File: config.mk
export PLATFORM = sky130hd
export DESIGN_NAME = id_stage
export DESIGN_NICKNAME = d
export VERILOG_FILES = /design/src/rtl/id_pkg.sv /design/src/rtl/id_decode.sv /design/src/rtl/id_stage.sv
export SDC_FILE = /design/constraint.sdc
export NUM_CORES = 1
export LEC_CHECK = 0
export BUFFER_PORTS_ARGS = -buffer_cell sky130_fd_sc_hd__buf_2
export CORE_MARGIN = 4
export CORE_UTILIZATION = 40
export DETAILED_ROUTE_END_ITERATION = 16
export PLACE_DENSITY = 0.69
export SETUP_SLACK_MARGIN = 0.02
export SYNTH_ARGS = -nofsm -noshare
export SYNTH_HDL_FRONTEND = slang
export SYNTH_SLANG_ARGS = --single-unit
export TNS_END_PERCENT = 50
File: constraint.sdc
create_clock -name clk -period 2.95 [get_ports clk]
set_clock_uncertainty 0.05 [all_clocks]
set_input_delay 0.59 -clock clk [delete_from_list [all_inputs] [get_ports clk]]
set_output_delay 0.59 -clock clk [all_outputs]
set_load 0.02 [all_outputs]
File: src/rtl/id_pkg.sv
// Shared decode-stage types and constants for the MIPS32 subset core.
// Opcode/funct values, ALU op encoding and the IF/ID and ID/EX bundles.
package id_pkg;

  localparam int XLEN    = 32;
  localparam int REG_AW  = 5;
  localparam int ALUOP_W = 4;

  localparam logic [5:0] OP_SPECIAL = 6'b000000;
  localparam logic [5:0] OP_ADDIU   = 6'b001001;
  localparam logic [5:0] OP_ANDI    = 6'b001100;
  localparam logic [5:0] OP_ORI     = 6'b001101;
  localparam logic [5:0] OP_XORI    = 6'b001110;
  localparam logic [5:0] OP_LUI     = 6'b001111;
  localparam logic [5:0] OP_LW      = 6'b100011;
  localparam logic [5:0] OP_SW      = 6'b101011;

  localparam logic [5:0] FN_SLL  = 6'b000000;
  localparam logic [5:0] FN_SRL  = 6'b000010;
  localparam logic [5:0] FN_ADDU = 6'b100001;
  localparam logic [5:0] FN_SUBU = 6'b100011;
  localparam logic [5:0] FN_AND  = 6'b100100;
  localparam logic [5:0] FN_OR   = 6'b100101;
  localparam logic [5:0] FN_XOR  = 6'b100110;
  localparam logic [5:0] FN_NOR  = 6'b100111;
  localparam logic [5:0] FN_SLT  = 6'b101010;

  typedef enum logic [ALUOP_W-1:0] {
    ALU_NOP = 4'd0,
    ALU_ADD = 4'd1,
    ALU_SUB = 4'd2,
    ALU_AND = 4'd3,
    ALU_OR  = 4'd4,
    ALU_XOR = 4'd5,
    ALU_NOR = 4'd6,
    ALU_SLL = 4'd7,
    ALU_SRL = 4'd8,
    ALU_SLT = 4'd9
  } aluop_e;

  typedef struct packed {
    logic            valid;
    logic [XLEN-1:0] pc;
    logic [XLEN-1:0] inst;
  } if_id_t;

  typedef struct packed {
    logic              valid;
    logic [XLEN-1:0]   pc;
    aluop_e            aluop;
    logic [XLEN-1:0]   reg1;
    logic [XLEN-1:0]   reg2;
    logic [XLEN-1:0]   sdata;
    logic [REG_AW-1:0] wd;
    logic              wreg;
    logic              mem_re;
    logic              mem_we;
  } id_ex_t;

  localparam id_ex_t ID_EX_BUBBLE = '0;

  typedef struct packed {
    logic              re1;
    logic [REG_AW-1:0] a1;
    logic              re2;
    logic [REG_AW-1:0] a2;
    logic              use2;
    logic              st;
    logic [XLEN-1:0]   imm1;
    logic [XLEN-1:0]   imm2;
    aluop_e            aluop;
    logic [REG_AW-1:0] wd;
    logic              wreg;
    logic              mem_re;
    logic              mem_we;
  } dec_t;

  function automatic aluop_e r_aluop(input logic [5:0] fn);
    case (fn)
      FN_ADDU: return ALU_ADD;
      FN_SUBU: return ALU_SUB;
      FN_AND:  return ALU_AND;
      FN_OR:   return ALU_OR;
      FN_XOR:  return ALU_XOR;
      FN_NOR:  return ALU_NOR;
      FN_SLT:  return ALU_SLT;
      default: return ALU_NOP;
    endcase
  endfunction

  function automatic aluop_e i_aluop(input logic [5:0] op);
    case (op)
      OP_ADDIU: return ALU_ADD;
      OP_ANDI:  return ALU_AND;
      OP_ORI:   return ALU_OR;
      OP_XORI:  return ALU_XOR;
      default:  return ALU_NOP;
    endcase
  endfunction

  // Youngest producer wins; $0 is never forwarded.
  function automatic logic [XLEN-1:0] fwd(
    input logic [REG_AW-1:0] a,
    input logic [XLEN-1:0]   rf,
    input logic              ew,
    input logic [REG_AW-1:0] ed,
    input logic [XLEN-1:0]   ev,
    input logic              mw,
    input logic [REG_AW-1:0] md,
    input logic [XLEN-1:0]   mv
  );
    if (a == '0) return '0;
    if (ew && ed == a) return ev;
    if (mw && md == a) return mv;
    return rf;
  endfunction

endpackage

File: src/rtl/id_decode.sv
// Combinational instruction decoder for the ID stage.
// Invalid or unknown encodings decode to an all-zero bundle.
module id_decode
  import id_pkg::*;
(
  input  logic        valid,
  input  logic [31:0] inst,
  output dec_t        dec
);

  logic [5:0]  op;
  logic [5:0]  fn;
  logic [4:0]  rs;
  logic [4:0]  rt;
  logic [4:0]  rd;
  logic [4:0]  sa;
  logic [31:0] sext;
  logic [31:0] zext;
  logic        is_r;
  logic        is_sh;
  logic        is_imm;
  logic        is_lui;
  logic        is_lw;
  logic        is_sw;
  logic        spec;

  assign op   = inst[31:26];
  assign rs   = inst[25:21];
  assign rt   = inst[20:16];
  assign rd   = inst[15:11];
  assign sa   = inst[10:6];
  assign fn   = inst[5:0];
  assign sext = {{16{inst[15]}}, inst[15:0]};
  assign zext = {16'h0, inst[15:0]};
  assign spec = valid && op == OP_SPECIAL;

  assign is_r   = spec && r_aluop(fn) != ALU_NOP;
  assign is_sh  = spec && (fn == FN_SLL || fn == FN_SRL);
  assign is_imm = valid && i_aluop(op) != ALU_NOP;
  assign is_lui = valid && op == OP_LUI;
  assign is_lw  = valid && op == OP_LW;
  assign is_sw  = valid && op == OP_SW;

  always_comb begin
    dec = '0;
    unique case (1'b1)
      is_r: begin
        dec.re1   = 1'b1;
        dec.a1    = rs;
        dec.re2   = 1'b1;
        dec.a2    = rt;
        dec.use2  = 1'b1;
        dec.aluop = r_aluop(fn);
        dec.wd    = rd;
        dec.wreg  = 1'b1;
      end
      is_sh: begin
        dec.re2   = 1'b1;
        dec.a2    = rt;
        dec.use2  = 1'b1;
        dec.imm1  = {27'h0, sa};
        dec.aluop = (fn == FN_SLL) ? ALU_SLL : ALU_SRL;
        dec.wd    = rd;
        dec.wreg  = 1'b1;
      end
      is_imm: begin
        dec.re1   = 1'b1;
        dec.a1    = rs;
        dec.imm2  = (op == OP_ADDIU) ? sext : zext;
        dec.aluop = i_aluop(op);
        dec.wd    = rt;
        dec.wreg  = 1'b1;
      end
      is_lui: begin
        dec.imm1  = {inst[15:0], 16'h0};
        dec.aluop = ALU_OR;
        dec.wd    = rt;
        dec.wreg  = 1'b1;
      end
      is_lw: begin
        dec.re1    = 1'b1;
        dec.a1     = rs;
        dec.imm2   = sext;
        dec.aluop  = ALU_ADD;
        dec.wd     = rt;
        dec.wreg   = 1'b1;
        dec.mem_re = 1'b1;
      end
      is_sw: begin
        dec.re1    = 1'b1;
        dec.a1     = rs;
        dec.re2    = 1'b1;
        dec.a2     = rt;
        dec.st     = 1'b1;
        dec.imm2   = sext;
        dec.aluop  = ALU_ADD;
        dec.mem_we = 1'b1;
      end
      default: ;
    endcase
  end

endmodule

File: src/rtl/id_stage.sv
// Registered decode stage: IF/ID register, operand forwarding,
// load-use stall request and the ID/EX register.
module id_stage
  import id_pkg::*;
#(
  parameter logic [31:0] RESET_PC = 32'h0000_0000
) (
  input  logic        clk,
  input  logic        rst,
  input  logic        if_valid_i,
  input  logic [31:0] if_pc_i,
  input  logic [31:0] if_inst_i,
  input  logic        stall_i,
  input  logic        flush_i,
  output logic        reg1_read_o,
  output logic [4:0]  reg1_addr_o,
  input  logic [31:0] reg1_data_i,
  output logic        reg2_read_o,
  output logic [4:0]  reg2_addr_o,
  input  logic [31:0] reg2_data_i,
  input  logic        ex_wreg_i,
  input  logic [4:0]  ex_wd_i,
  input  logic [31:0] ex_wdata_i,
  input  logic        ex_is_load_i,
  input  logic        mem_wreg_i,
  input  logic [4:0]  mem_wd_i,
  input  logic [31:0] mem_wdata_i,
  output logic        stallreq_o,
  output logic        ex_valid_o,
  output logic [31:0] ex_pc_o,
  output logic [3:0]  ex_aluop_o,
  output logic [31:0] ex_reg1_o,
  output logic [31:0] ex_reg2_o,
  output logic [31:0] ex_sdata_o,
  output logic [4:0]  ex_wd_o,
  output logic        ex_wreg_o,
  output logic        ex_mem_re_o,
  output logic        ex_mem_we_o
);

  localparam if_id_t IF_ID_RST = '{
    valid: 1'b0, pc: RESET_PC, inst: 32'h0
  };

  if_id_t      ifid;
  id_ex_t      idex;
  id_ex_t      nxt;
  dec_t        dec;
  logic [31:0] opa;
  logic [31:0] opb;
  logic        hit1;
  logic        hit2;

  id_decode u_decode (
    .valid (ifid.valid),
    .inst  (ifid.inst),
    .dec   (dec)
  );

  assign reg1_read_o = dec.re1;
  assign reg1_addr_o = dec.a1;
  assign reg2_read_o = dec.re2;
  assign reg2_addr_o = dec.a2;

  assign opa = fwd(dec.a1, reg1_data_i,
                   ex_wreg_i, ex_wd_i, ex_wdata_i,
                   mem_wreg_i, mem_wd_i, mem_wdata_i);
  assign opb = fwd(dec.a2, reg2_data_i,
                   ex_wreg_i, ex_wd_i, ex_wdata_i,
                   mem_wreg_i, mem_wd_i, mem_wdata_i);

  assign hit1 = dec.re1 && dec.a1 == ex_wd_i;
  assign hit2 = dec.re2 && dec.a2 == ex_wd_i;

  assign stallreq_o = ifid.valid && !flush_i
                   && ex_is_load_i && ex_wreg_i
                   && ex_wd_i != '0 && (hit1 || hit2);

  always_comb begin
    nxt        = ID_EX_BUBBLE;
    nxt.valid  = ifid.valid;
    nxt.pc     = ifid.valid ? ifid.pc : '0;
    nxt.aluop  = dec.aluop;
    nxt.reg1   = dec.re1 ? opa : dec.imm1;
    nxt.reg2   = dec.use2 ? opb : dec.imm2;
    nxt.sdata  = dec.st ? opb : '0;
    nxt.wd     = dec.wd;
    nxt.wreg   = dec.wreg;
    nxt.mem_re = dec.mem_re;
    nxt.mem_we = dec.mem_we;
  end

  always_ff @(posedge clk) begin
    if (rst || flush_i) begin
      ifid <= IF_ID_RST;
      idex <= ID_EX_BUBBLE;
    end else if (stall_i) begin
      ifid <= ifid;
      idex <= idex;
    end else if (stallreq_o) begin
      idex <= ID_EX_BUBBLE;
    end else begin
      ifid <= '{valid: if_valid_i, pc: if_pc_i, inst: if_inst_i};
      idex <= nxt;
    end
  end

  assign ex_valid_o  = idex.valid;
  assign ex_pc_o     = idex.pc;
  assign ex_aluop_o  = idex.aluop;
  assign ex_reg1_o   = idex.reg1;
  assign ex_reg2_o   = idex.reg2;
  assign ex_sdata_o  = idex.sdata;
  assign ex_wd_o     = idex.wd;
  assign ex_wreg_o   = idex.wreg;
  assign ex_mem_re_o = idex.mem_re;
  assign ex_mem_we_o = idex.mem_we;

endmodule

# Word-level counts from Yosys, hierarchy flattened
# Index checks and enable logic that the tools add are counted.
# op_classes
eq_ne	21
mux	42
n_bitwise	2
reduce_logical	35
# ops
cell	count
32-bit two-way mux	17
141-bit two-way mux	1
32-bit one-hot mux with 2 select lines	2
6-bit equality test (second input constant)	9
5-bit equality test	6
6-bit by 4-bit equality test with 1-bit output (second input constant)	5
4-bit one-hot mux with 7 select lines	1
4-bit one-hot mux with 5 select lines	1
1-bit logical AND	18
1-bit two-way mux	15
6-bit zero test	2
6-bit two-way mux	2
3-bit one-hot mux with 4 select lines	1
6-bit one-hot mux with 2 select lines	1
5-bit zero test	2
4-bit nonzero test	2
6-bit by 2-bit equality test with 1-bit output (second input constant)	1
3-bit OR reduction	2
5-bit nonzero test	1
4-bit two-way mux	1
2-bit OR reduction	2
4-bit OR reduction	1
1-bit logical OR	3
1-bit NOT	2
2 further kinds	2
# totals
regBits	206
in_bits	210
out_inout_bits	154
elab_cells	113

# Depth between registers and ports, before layout
# Gate-level depths: netlist of run 1.
# logic_depth
ltp_word	17
depth_mapped	14
depth_no_buf	8

# Cells and area by module
# From an unflattened synthesis of run 1, not the netlist that was laid out.
# unflattened
cells_unflattened	1282
hier_area_um2	10756.6
# modules_own_cells
module	n_inst	cells_each	area_per_inst_um2	seq_area_each_um2
id_stage	1	1129	9696.8	4124.0
id_decode	1	153	1059.8	0.0

# Least setup slack after synthesis of run 1
# OpenSTA, ideal clock, no wires.
# synth_timing
kind	flip-flop to flip-flop
from	reg ifid[29] in the netlist's numbering
to	reg idex, in the netlist ex_reg1_o[21]
setup_ps	134
arrival_ps	3077
required_time_ps	2766
slack_ps	-310
path_stages_with_launch	11
path_buffers	2
synth_period_minus_slack_ps	3260
cell_sequence	dfxtp_1 buf_2 or4b_2 a2111oi_4 nor2_1 inv_1 mux2i_1 clkbuf_1 mux2_2 mux2i_1 o22ai_1
# synth_via
elab_cells_between_ends	46
classes_between	eq/ne: 11; mux: 17; reduce/logical: 18
# synth_lines
item	line	rtl
from (decl)	id_stage.sv:45	if_id_t ifid;
from (signal assigned)	id_stage.sv:98	ifid <= ifid;
from (signal assigned)	id_stage.sv:103	ifid <= '{valid: if_valid_i, pc: if_pc_i, inst: if_inst_i};
6-bit by 4-bit equality test with 1-bit output	id_pkg.sv:92	case (op)
3-bit one-hot mux with 4 select lines	id_pkg.sv:92	
4-bit nonzero test	id_decode.sv:39	assign is_imm = valid && i_aluop(op) != ALU_NOP;
1-bit logical AND	id_decode.sv:39	
4-bit OR reduction (no line) (*)	--	
6-bit two-way mux (*)	id_decode.sv:46	unique case (1'b1)
named net reg1_read_o	id_stage.sv:15	output logic reg1_read_o,
1-bit logical AND	id_stage.sv:72	assign hit1 = dec.re1 && dec.a1 == ex_wd_i;
1-bit logical OR	id_stage.sv:77	&& ex_wd_i != '0 && (hit1 || hit2);
1-bit logical AND	id_stage.sv:77	
141-bit two-way mux (*)	id_stage.sv:100	end else if (stallreq_o) begin
to (signal assigned)	id_stage.sv:99	idex <= idex;
to (signal assigned)	id_stage.sv:104	idex <= nxt;
to (decl)	id_stage.sv:46	id_ex_t idex;
# The timed path passes the listed nets; every way through them passes the cells marked *. The select of a mux whose other input is x is not followed.
# A chain may end at the register's enable or synchronous reset.

# Worst setup path after layout of run 1
# layout_timing
from	reg ifid[26] in the netlist's numbering
to	out stallreq_o
# layout_via
elab_chain_len	10
elab_cells_between_ends	25
classes_between	eq/ne: 8; mux: 3; reduce/logical: 14
# layout_rtl
item	line	rtl
6-bit by 4-bit equality test with 1-bit output	id_pkg.sv:92	
3-bit one-hot mux with 4 select lines	id_pkg.sv:92	
4-bit nonzero test	id_decode.sv:39	
1-bit logical AND	id_decode.sv:39	
4-bit OR reduction (no line)	--	
6-bit two-way mux	id_decode.sv:46	
5-bit equality test	id_stage.sv:72	
1-bit logical AND	id_stage.sv:72	
1-bit logical OR (*)	id_stage.sv:77	
1-bit logical AND (*)	id_stage.sv:77	
to (decl)	id_stage.sv:28	output logic stallreq_o,
# Mark *: on every way between the ends. The rest lies on a longest branch, timed or not.

==> metrics.md, run 1 <==
| Metric | Value |
|---|---|
| Ys Warns | 0 |
| TritonCTS Buffers | 24 |
| Die ar. | between 20000 and 30000 um^2 |
| Hold Crit Class | in -> reg |
| Max Fclk | about 0.29 GHz |
| # hold bufs at CTS | 0 |
| Share of layout cells above drive strength 1 | between 40% and 50% |
| Cell taking the most area after synthesis | dfxtp_1 |
| Synth async-reset ratio | 0% |
| # setup viols final | approximately 200 |
| Failing checks | negative setup slack |
| Measured slew at the worst slew-check pin | roughly 1.1 ns |
| Drt drc | 0 |
| Fin cells | 1967 |
| Synth Instances | approximately 1200 |
| Final Util | around two thirds |
| Worst setup SP type | flop |
| Crit path kind | reg -> out |
| Count of pins over their slew limit | 0 |
| Leakage | approximately 7.3 nW |
| Critical-path maximum fanout | 3 |
| Register area | approximately 4100 um^2 |
| Power Total | 6.62 mW |
| Total Routing Usage GR | 29.0% |
| H-tree depth | 1 |
| Status | finished with violations |
| Wire per inst | ~23 um |
| TritonCTS Sinks | around 200 |
| Slew margin rel. | 28.4% |
| Final wirelength | 45.7 mm |
| Root Driver | clkbuf_16 |
| Average cell area after synthesis | around 8.8 um^2 |
| Synth cell types | 67 |
| FILL cells | 1947 |
| Core Area | 24600 um^2 |
| Worst-Skew Late Latency | 0.51 ns |
| Layout area overhead | 59.1% |
| Worst hold slack | between 0.2 and 0.3 ns |
| CTS tree | built |
| First-pass GRT wire length | between 60 and 70 mm |
| Share of the synthesized area in the top cell type | about two fifths |
| Commonest non-fill, non-tap cell in the layout | buf_2 |
| Fin worst setup slack | -0.529 ns |
| Top FF cell, synth | dfxtp_1 |
| IO buf count | ~360 |
| Most frequent cells in the layout | buf_2, dfxtp_1, nor2_1 |
| #FFs+latches synth | between 200 and 250 |
| CTS Buffer Depth | 3 |
| Antenna Nets Post-Route | 0 |
| Post-Place Worst Slack | -0.251 ns |
| Min Tclk post-route | between 3 and 4 ns |
| Vias post-DR | ~12000 |
| VDD IR max | approximately 430 uV |
| RSZ-0062 raised after global routing | yes |
| GR Overflow Total | 0 |
| Vias per inst | a little under 6 |
| Initial antenna violation count | 2 |
| DP HPWL | ~29 mm |
| Inst Count DP | ~1800 |
| Clk slew on worst S/H paths | approximately 0.06 ns |
| Gp weighted congestion | slightly above 0.9 |
| # nets final | between 1500 and 2000 |
| Initial DRT Pass Iterations | 7 |
| Multi-input gate area | ~6600 um^2 |
| Synthesized Nets | about 1400 |
| Die width | 167 um |
| Number of global-route vias before repair | 11100 |
| Ports | 364 |
| Worst EP arrival | ~2.8 ns |
| Ranking of synthesized cells by area | dfxtp_1, mux2i_1, nor2_1 |
| Cell area after synthesis | 10100 um^2 |
| Largest net degree at the start of global routing | 93 |
| Row cnt | between 50 and 60 |
| Max_cap viols | 0 |
| Initial DRC Count | between 1000 and 1500 |
| Crit share post-route | 118% |
| PwrDens | between 400 and 500 nW/um^2 |
| EDFF count, synth | 0 |
| Final Hold Fails | 0 |
| Required time of the worst setup path | about 2.3 ns |
| Register area share after synthesis | 40.7% |
| CP endpoint kind | primary output |
| Initial core utilization | between 40% and 50% |
| Die extent in y | 167 um |
## metrics by stage
step / TNS, ns / cell area, um^2
after floorplan: -1.76 / 10200
after detailed placement: -31.87 / 13100
after CTS: -21.96 / 15200
final: -59.07 / 16100
after global routing: -77.86 / 16100
after global placement: -21.03 / 13100
## final timing paths
check	from	end	slack, ns	cells after the start
worst max-delay path	ifid[26]$_SDFFE_PP0P_	stallreq_o	-0.53	7
worst min-delay path	if_inst_i[19]	ifid[19]$_SDFFE_PP0P_	0.26	3
worst max register to register	ifid[26]$_SDFFE_PP0P_	ifid[42]$_SDFFE_PP0P_	-0.44	15
worst min register to register	ex_reg1_o[9]$_SDFFE_PP0N_	ex_reg1_o[9]$_SDFFE_PP0N_	0.40	2
## registers in the layout, indices dropped and copies added, names as in the netlist
| register | cells |
|---|---|
| ex_mem_we_o | 1 |
| ifid | 65 |
| ex_sdata_o | 32 |
| ex_wreg_o | 1 |
| ex_aluop_o | 4 |
| ex_reg1_o | 32 |
| ex_valid_o | 1 |
| ex_pc_o | 32 |
| ex_mem_re_o | 1 |
| ex_reg2_o | 32 |
| ex_wd_o | 5 |
## per-layer routing
layer  part of all wire [%]  routed length (um)  GRT usage [%]
met1                     39               17900           37.7
met4                    3.9                1780           10.6
met3                    9.9                4510           6.93
met2                     47               21400           47.2
met5                  0.028                  13              0
## cells in the mapped netlist, types with 3 or more instances
cell and instances:
a2111oi_0 3, a211o_1 3, a211oi_1 5, a21boi_0 16, a21oi_1 45, a22o_1 32, a22oi_1 44, a31oi_1 19
and2_1 6, and3_1 40, buf_1 3, buf_2 23, buf_6 3, clkbuf_1 74, dfxtp_1 206, inv_1 13
mux2_2 32, mux2i_1 97, nand2_1 99, nand3_1 28, nand4_1 6, nand4b_1 3, nor2_1 113, nor2b_1 4
nor3_1 25, nor4_1 5, o2111ai_1 4, o211ai_1 16, o21ai_0 44, o221a_2 3, o22ai_1 22, o311ai_0 6
o31ai_1 47, or2_2 3, or3_1 9, or4_1 3, or4b_2 4, xnor2_1 4, xor2_1 8
## kinds of logic after synthesis
logic type	after synthesis	share of synthesized area [%]
flops	206	40.7
compound gates	327	23.0
simple gates	363	17.2
buf+inv	118	4.91
mux	129	13.1
xor+xnor	12	1.04
## critical path, cell delays in order, from the launching register on
cell and delay (ns):
dfxtp_2 0.32, or4_4 0.56, a2111oi_4 0.34, buf_4 0.20, o211ai_1 0.16, a2111oi_4 0.37
a41o_1 0.23, buf_6 0.15
## final cells by class
cell class | count | area share (%)
Clock inverter | 5 | 0.357
Multi-Input combinational cell | 834 | 40.9
Inverter | 14 | 0.326
Sequential cell | 206 | 25.6
Antenna cell | 3 | 0.0466
Clock buffer | 34 | 4.34
Timing Repair Buffer | 547 | 25.9
Tap cell | 324 | 2.51
## timing repair
item	in CTS	in global routing
setup buffers	34	30
pin swaps	43	46
setup endpoints to repair	208	208
gates resized for setup	169	153
cloned	17	7
## power by group
group          internal (mW)  total (mW)  switching (mW)
Combinational          0.419       0.877           0.458
Clock                   1.72        2.90            1.18
Sequential              2.82        2.85          0.0328
Total                   4.95        6.62            1.67
Power figures use the tool's default switching activity.
==> run 2: changes to the inputs <==
--- a/config.mk
+++ b/config.mk
@@ -6,10 +6,10 @@
 export NUM_CORES = 1
 export LEC_CHECK = 0
 export BUFFER_PORTS_ARGS = -buffer_cell sky130_fd_sc_hd__buf_2
-export CORE_MARGIN = 4
+export CORE_MARGIN = 1.5
 export CORE_UTILIZATION = 40
 export DETAILED_ROUTE_END_ITERATION = 16
-export PLACE_DENSITY = 0.69
+export PLACE_DENSITY = 0.67
 export SETUP_SLACK_MARGIN = 0.02
 export SYNTH_ARGS = -nofsm -noshare
 export SYNTH_HDL_FRONTEND = slang
==> constraint.sdc (replaced) <==
create_clock -name clk -period 3.55 [get_ports clk]
set_clock_uncertainty 0.05 [all_clocks]
set_input_delay 0.71 -clock clk [delete_from_list [all_inputs] [get_ports clk]]
set_output_delay 0.71 -clock clk [all_outputs]
set_load 0.02 [all_outputs]
==> metrics.md, run 2 (synthesis results as in run 1) <==
| Metric | Value |
|---|---|
| Commonest non-fill, non-tap cell in the layout | buf_2 |
| Fin cells | 1866 (-5.1%) |
| Layout area overhead | 34.4% |
| Leakage | 6.25 nW (-15%) |
| Required time of the worst setup path | 2.79 ns (+0.48 ns) |
| Initial antenna violation count | 8 (+6) |
| Buffer and inverter count on the worst path | 1 (-1) |
| Measured slew at the worst slew-check pin | 1.04 ns (-0.0362 ns) |
| Worst setup SP type | flop |
| Drt drc | 0 (unchanged) |
| RSZ-0062 raised after global routing | yes |
| Hold Path Stages | 3 (unchanged) |
| # nets final | 1721 (-6.3%) |
| Max_cap viols | 0 (unchanged) |
| Fin worst setup slack | -0.118 ns (+0.411 ns) |
| Worst-Skew Late Latency | 0.53 ns (+0.02 ns) |
| H-tree depth | 1 (unchanged) |
| Vias post-DR | 10600 (-9.4%) |
| # hold bufs at CTS | 0 (unchanged) |
| Clk slew on worst S/H paths | 0.07 ns (about the same) |
| Critical-path maximum fanout | 4 (+1) |
| Crit-path leading delay family | compound AO/OA/AOI/OAI gates |
| Die width | 162 um (-3.0%) |
| Vias per inst | 5.67 (-4.5%) |
| Share of layout cells above drive strength 1 | 35.9% (-11 points) |
| Final Hold Fails | 0 (unchanged) |
| PwrDens | 402 nW/um^2 (-2.0%) |
| TritonCTS Sinks | 206 (unchanged) |
| Worst EP arrival | 2.91 ns (+0.07 ns) |
| Largest net degree at the start of global routing | 93 (unchanged) |
| Reg2Reg Depth | 13 (-2) |
| Critical Path Stages | 6 (-1) |
| Crit share post-route | 103% |
| Inst Count DP | 1806 (-2.2%) |
| VDD IR max | 272 uV (-36%) |
| Initial core utilization | 40.5% (-0.71 points) |
| Number of global-route vias before repair | 9689 (-13%) |
| Wire per inst | 21.1 um (-9.3%) |
| GR Overflow Total | 0 (unchanged) |
| Final wirelength | 39.3 mm (-14%) |
| DP HPWL | 28.6 mm (-2.9%) |
| Total Routing Usage GR | 28.4% (-0.55 points) |
| CP endpoint kind | primary output |
| Post-Place Worst Slack | 0.169 ns (+0.420 ns) |
| Antenna Nets Post-Route | 0 (unchanged) |
| Largest register by flop count | ifid |
| First-pass GRT wire length | 57.9 mm (-11%) |
| Status | finished with violations |
| Die extent in y | 162 um (-3.0%) |
| TritonCTS Buffers | 24 (unchanged) |
| Root Driver | clkbuf_16 |
| Die ar. | 26300 um^2 (-5.9%) |
| Final Cell Area | 13600 um^2 (-16%) |
| IO buf count | 363 (unchanged) |
| Max Fclk | approximately 0.27 GHz |
| Area post-placement | 12600 um^2 (-3.3%) |
| Slew margin rel. | 30.8% (+2.4 points) |
| CP peak stage delay | 0.55 ns (about the same) |
| Row cnt | 58 (+1.8%) |
| Most frequent cells in the layout | buf_2, dfxtp_1, nor2_1 |
| Initial DRT Pass Iterations | 5 (-2) |
| # setup viols final | 1 (-99.5%) |
| CP max-delay cell | or4b_4 |
| Crit path kind | reg -> out |
| Ports | 364 (unchanged) |
| Count of pins over their slew limit | 0 (unchanged) |
| Hold Crit Class | in -> reg |
| CTS tree | built |
| Core Area | 25000 um^2 (+1.8%) |
| Min Tclk post-route | around 3.7 ns |
| CTS Buffer Depth | 3 (unchanged) |
| Most used cell, CP | a2111oi_4 |
| FILL cells | 2348 (+21%) |
| Gp weighted congestion | 0.916 (+0.46%) |
| Cells along the critical path | or4b_4 > a2111oi_4 > o211ai_1 > a2111oi_4 > a41o_1 > buf_6 |
| Max reg flops | 65 (unchanged) |
| Initial DRC Count | 931 (-16%) |
| Failing checks | negative setup slack |
## run 2: cell count changes in the layout (fill, tap and decap cells not counted), moves of 21 or more
cell / before / now
buf_12: 35 / 12
buf_4: 95 / 56
buf_6: 43 / 7
mux2_2: 4 / 31
mux2_4: 28 / 1
o21ai_0: 23 / 44
o31ai_1: 8 / 47
o31ai_4: 23 / 0
## run 2: worst reg2reg max path, cell delays in order, from the launching register on
cell and delay [ns]:
dfxtp_2 0.34, or4b_4 0.55, a2111oi_4 0.48, buf_4 0.19, buf_6 0.08, buf_6 0.08
nor2_2 0.04, inv_2 0.08, buf_4 0.12, mux2i_4 0.25, buf_12 0.22, mux2_2 0.40
mux2i_1 0.23, o22ai_1 0.13
## run 2: timing repair
| item | CTS | global route |
|---|---|---|
| endpoints found under the setup margin | 4 | 5 |
| resized for setup | 13 | 16 |
| pin swaps | 4 | 1 |
| gates cloned | 0 | 0 |
| buffers inserted | 5 | 4 |
## run 2: final timing paths
check                              from                    endpoint  slack (ns)
max reg2reg        ifid[4]$_SDFFE_PP0P_  ex_reg1_o[18]$_SDFFE_PP0N_        0.12
min reg2reg  ex_sdata_o[5]$_SDFFE_PP0N_  ex_sdata_o[5]$_SDFFE_PP0N_        0.40
min                        if_inst_i[5]        ifid[5]$_SDFFE_PP0P_        0.37
max                ifid[4]$_SDFFE_PP0P_                  stallreq_o       -0.12
## run 2: stage by stage
| stage | hold WS, ns | TNS (ns) | power, mW | utilization, % |
|---|---|---|---|---|
| after floorplan | 0.392 | 0 | 2.68 | - |
| after global placement | 0.380 | 0 | 2.95 | 50.5 |
| after CTS | 0.355 | -0.113 | 5.52 | 54.0 |
| after global routing | 0.371 | -0.279 | 5.67 | 54.4 |
| final | 0.369 | -0.118 | 5.48 | 54.4 |
| after detailed placement | 0.388 | 0 | 2.95 | 50.5 |
## run 2: where the power goes
group / switching [mW] / internal (mW) / total, mW
sequential: 0.0302 / 2.34 / 2.37
clock: 1.01 / 1.56 / 2.57
combinational: 0.304 / 0.237 / 0.541
## run 2: area by class of cell
class | instances | area, um^2 | share of cell area [%]
Sequential cell | 206 | 4140 | 30.4
Clock inverter | 7 | 92.6 | 0.680
Clock buffer | 37 | 731 | 5.36
Timing Repair Buffer | 434 | 2540 | 18.6
Tap cell | 330 | 413 | 3.03
Inverter | 14 | 52.6 | 0.386
Multi-Input combinational cell | 831 | 5650 | 41.4
Antenna cell | 7 | 17.5 | 0.129
## run 2: metal layers
metal	up-vias	global-route usage [%]	part of all wire (%)
li1	4989	-	-
met1	4986	38.1	42
met2	523	45.5	47
met3	81	6.21	8.9
met4	2	9.30	2.9
met5	-	0	0.025
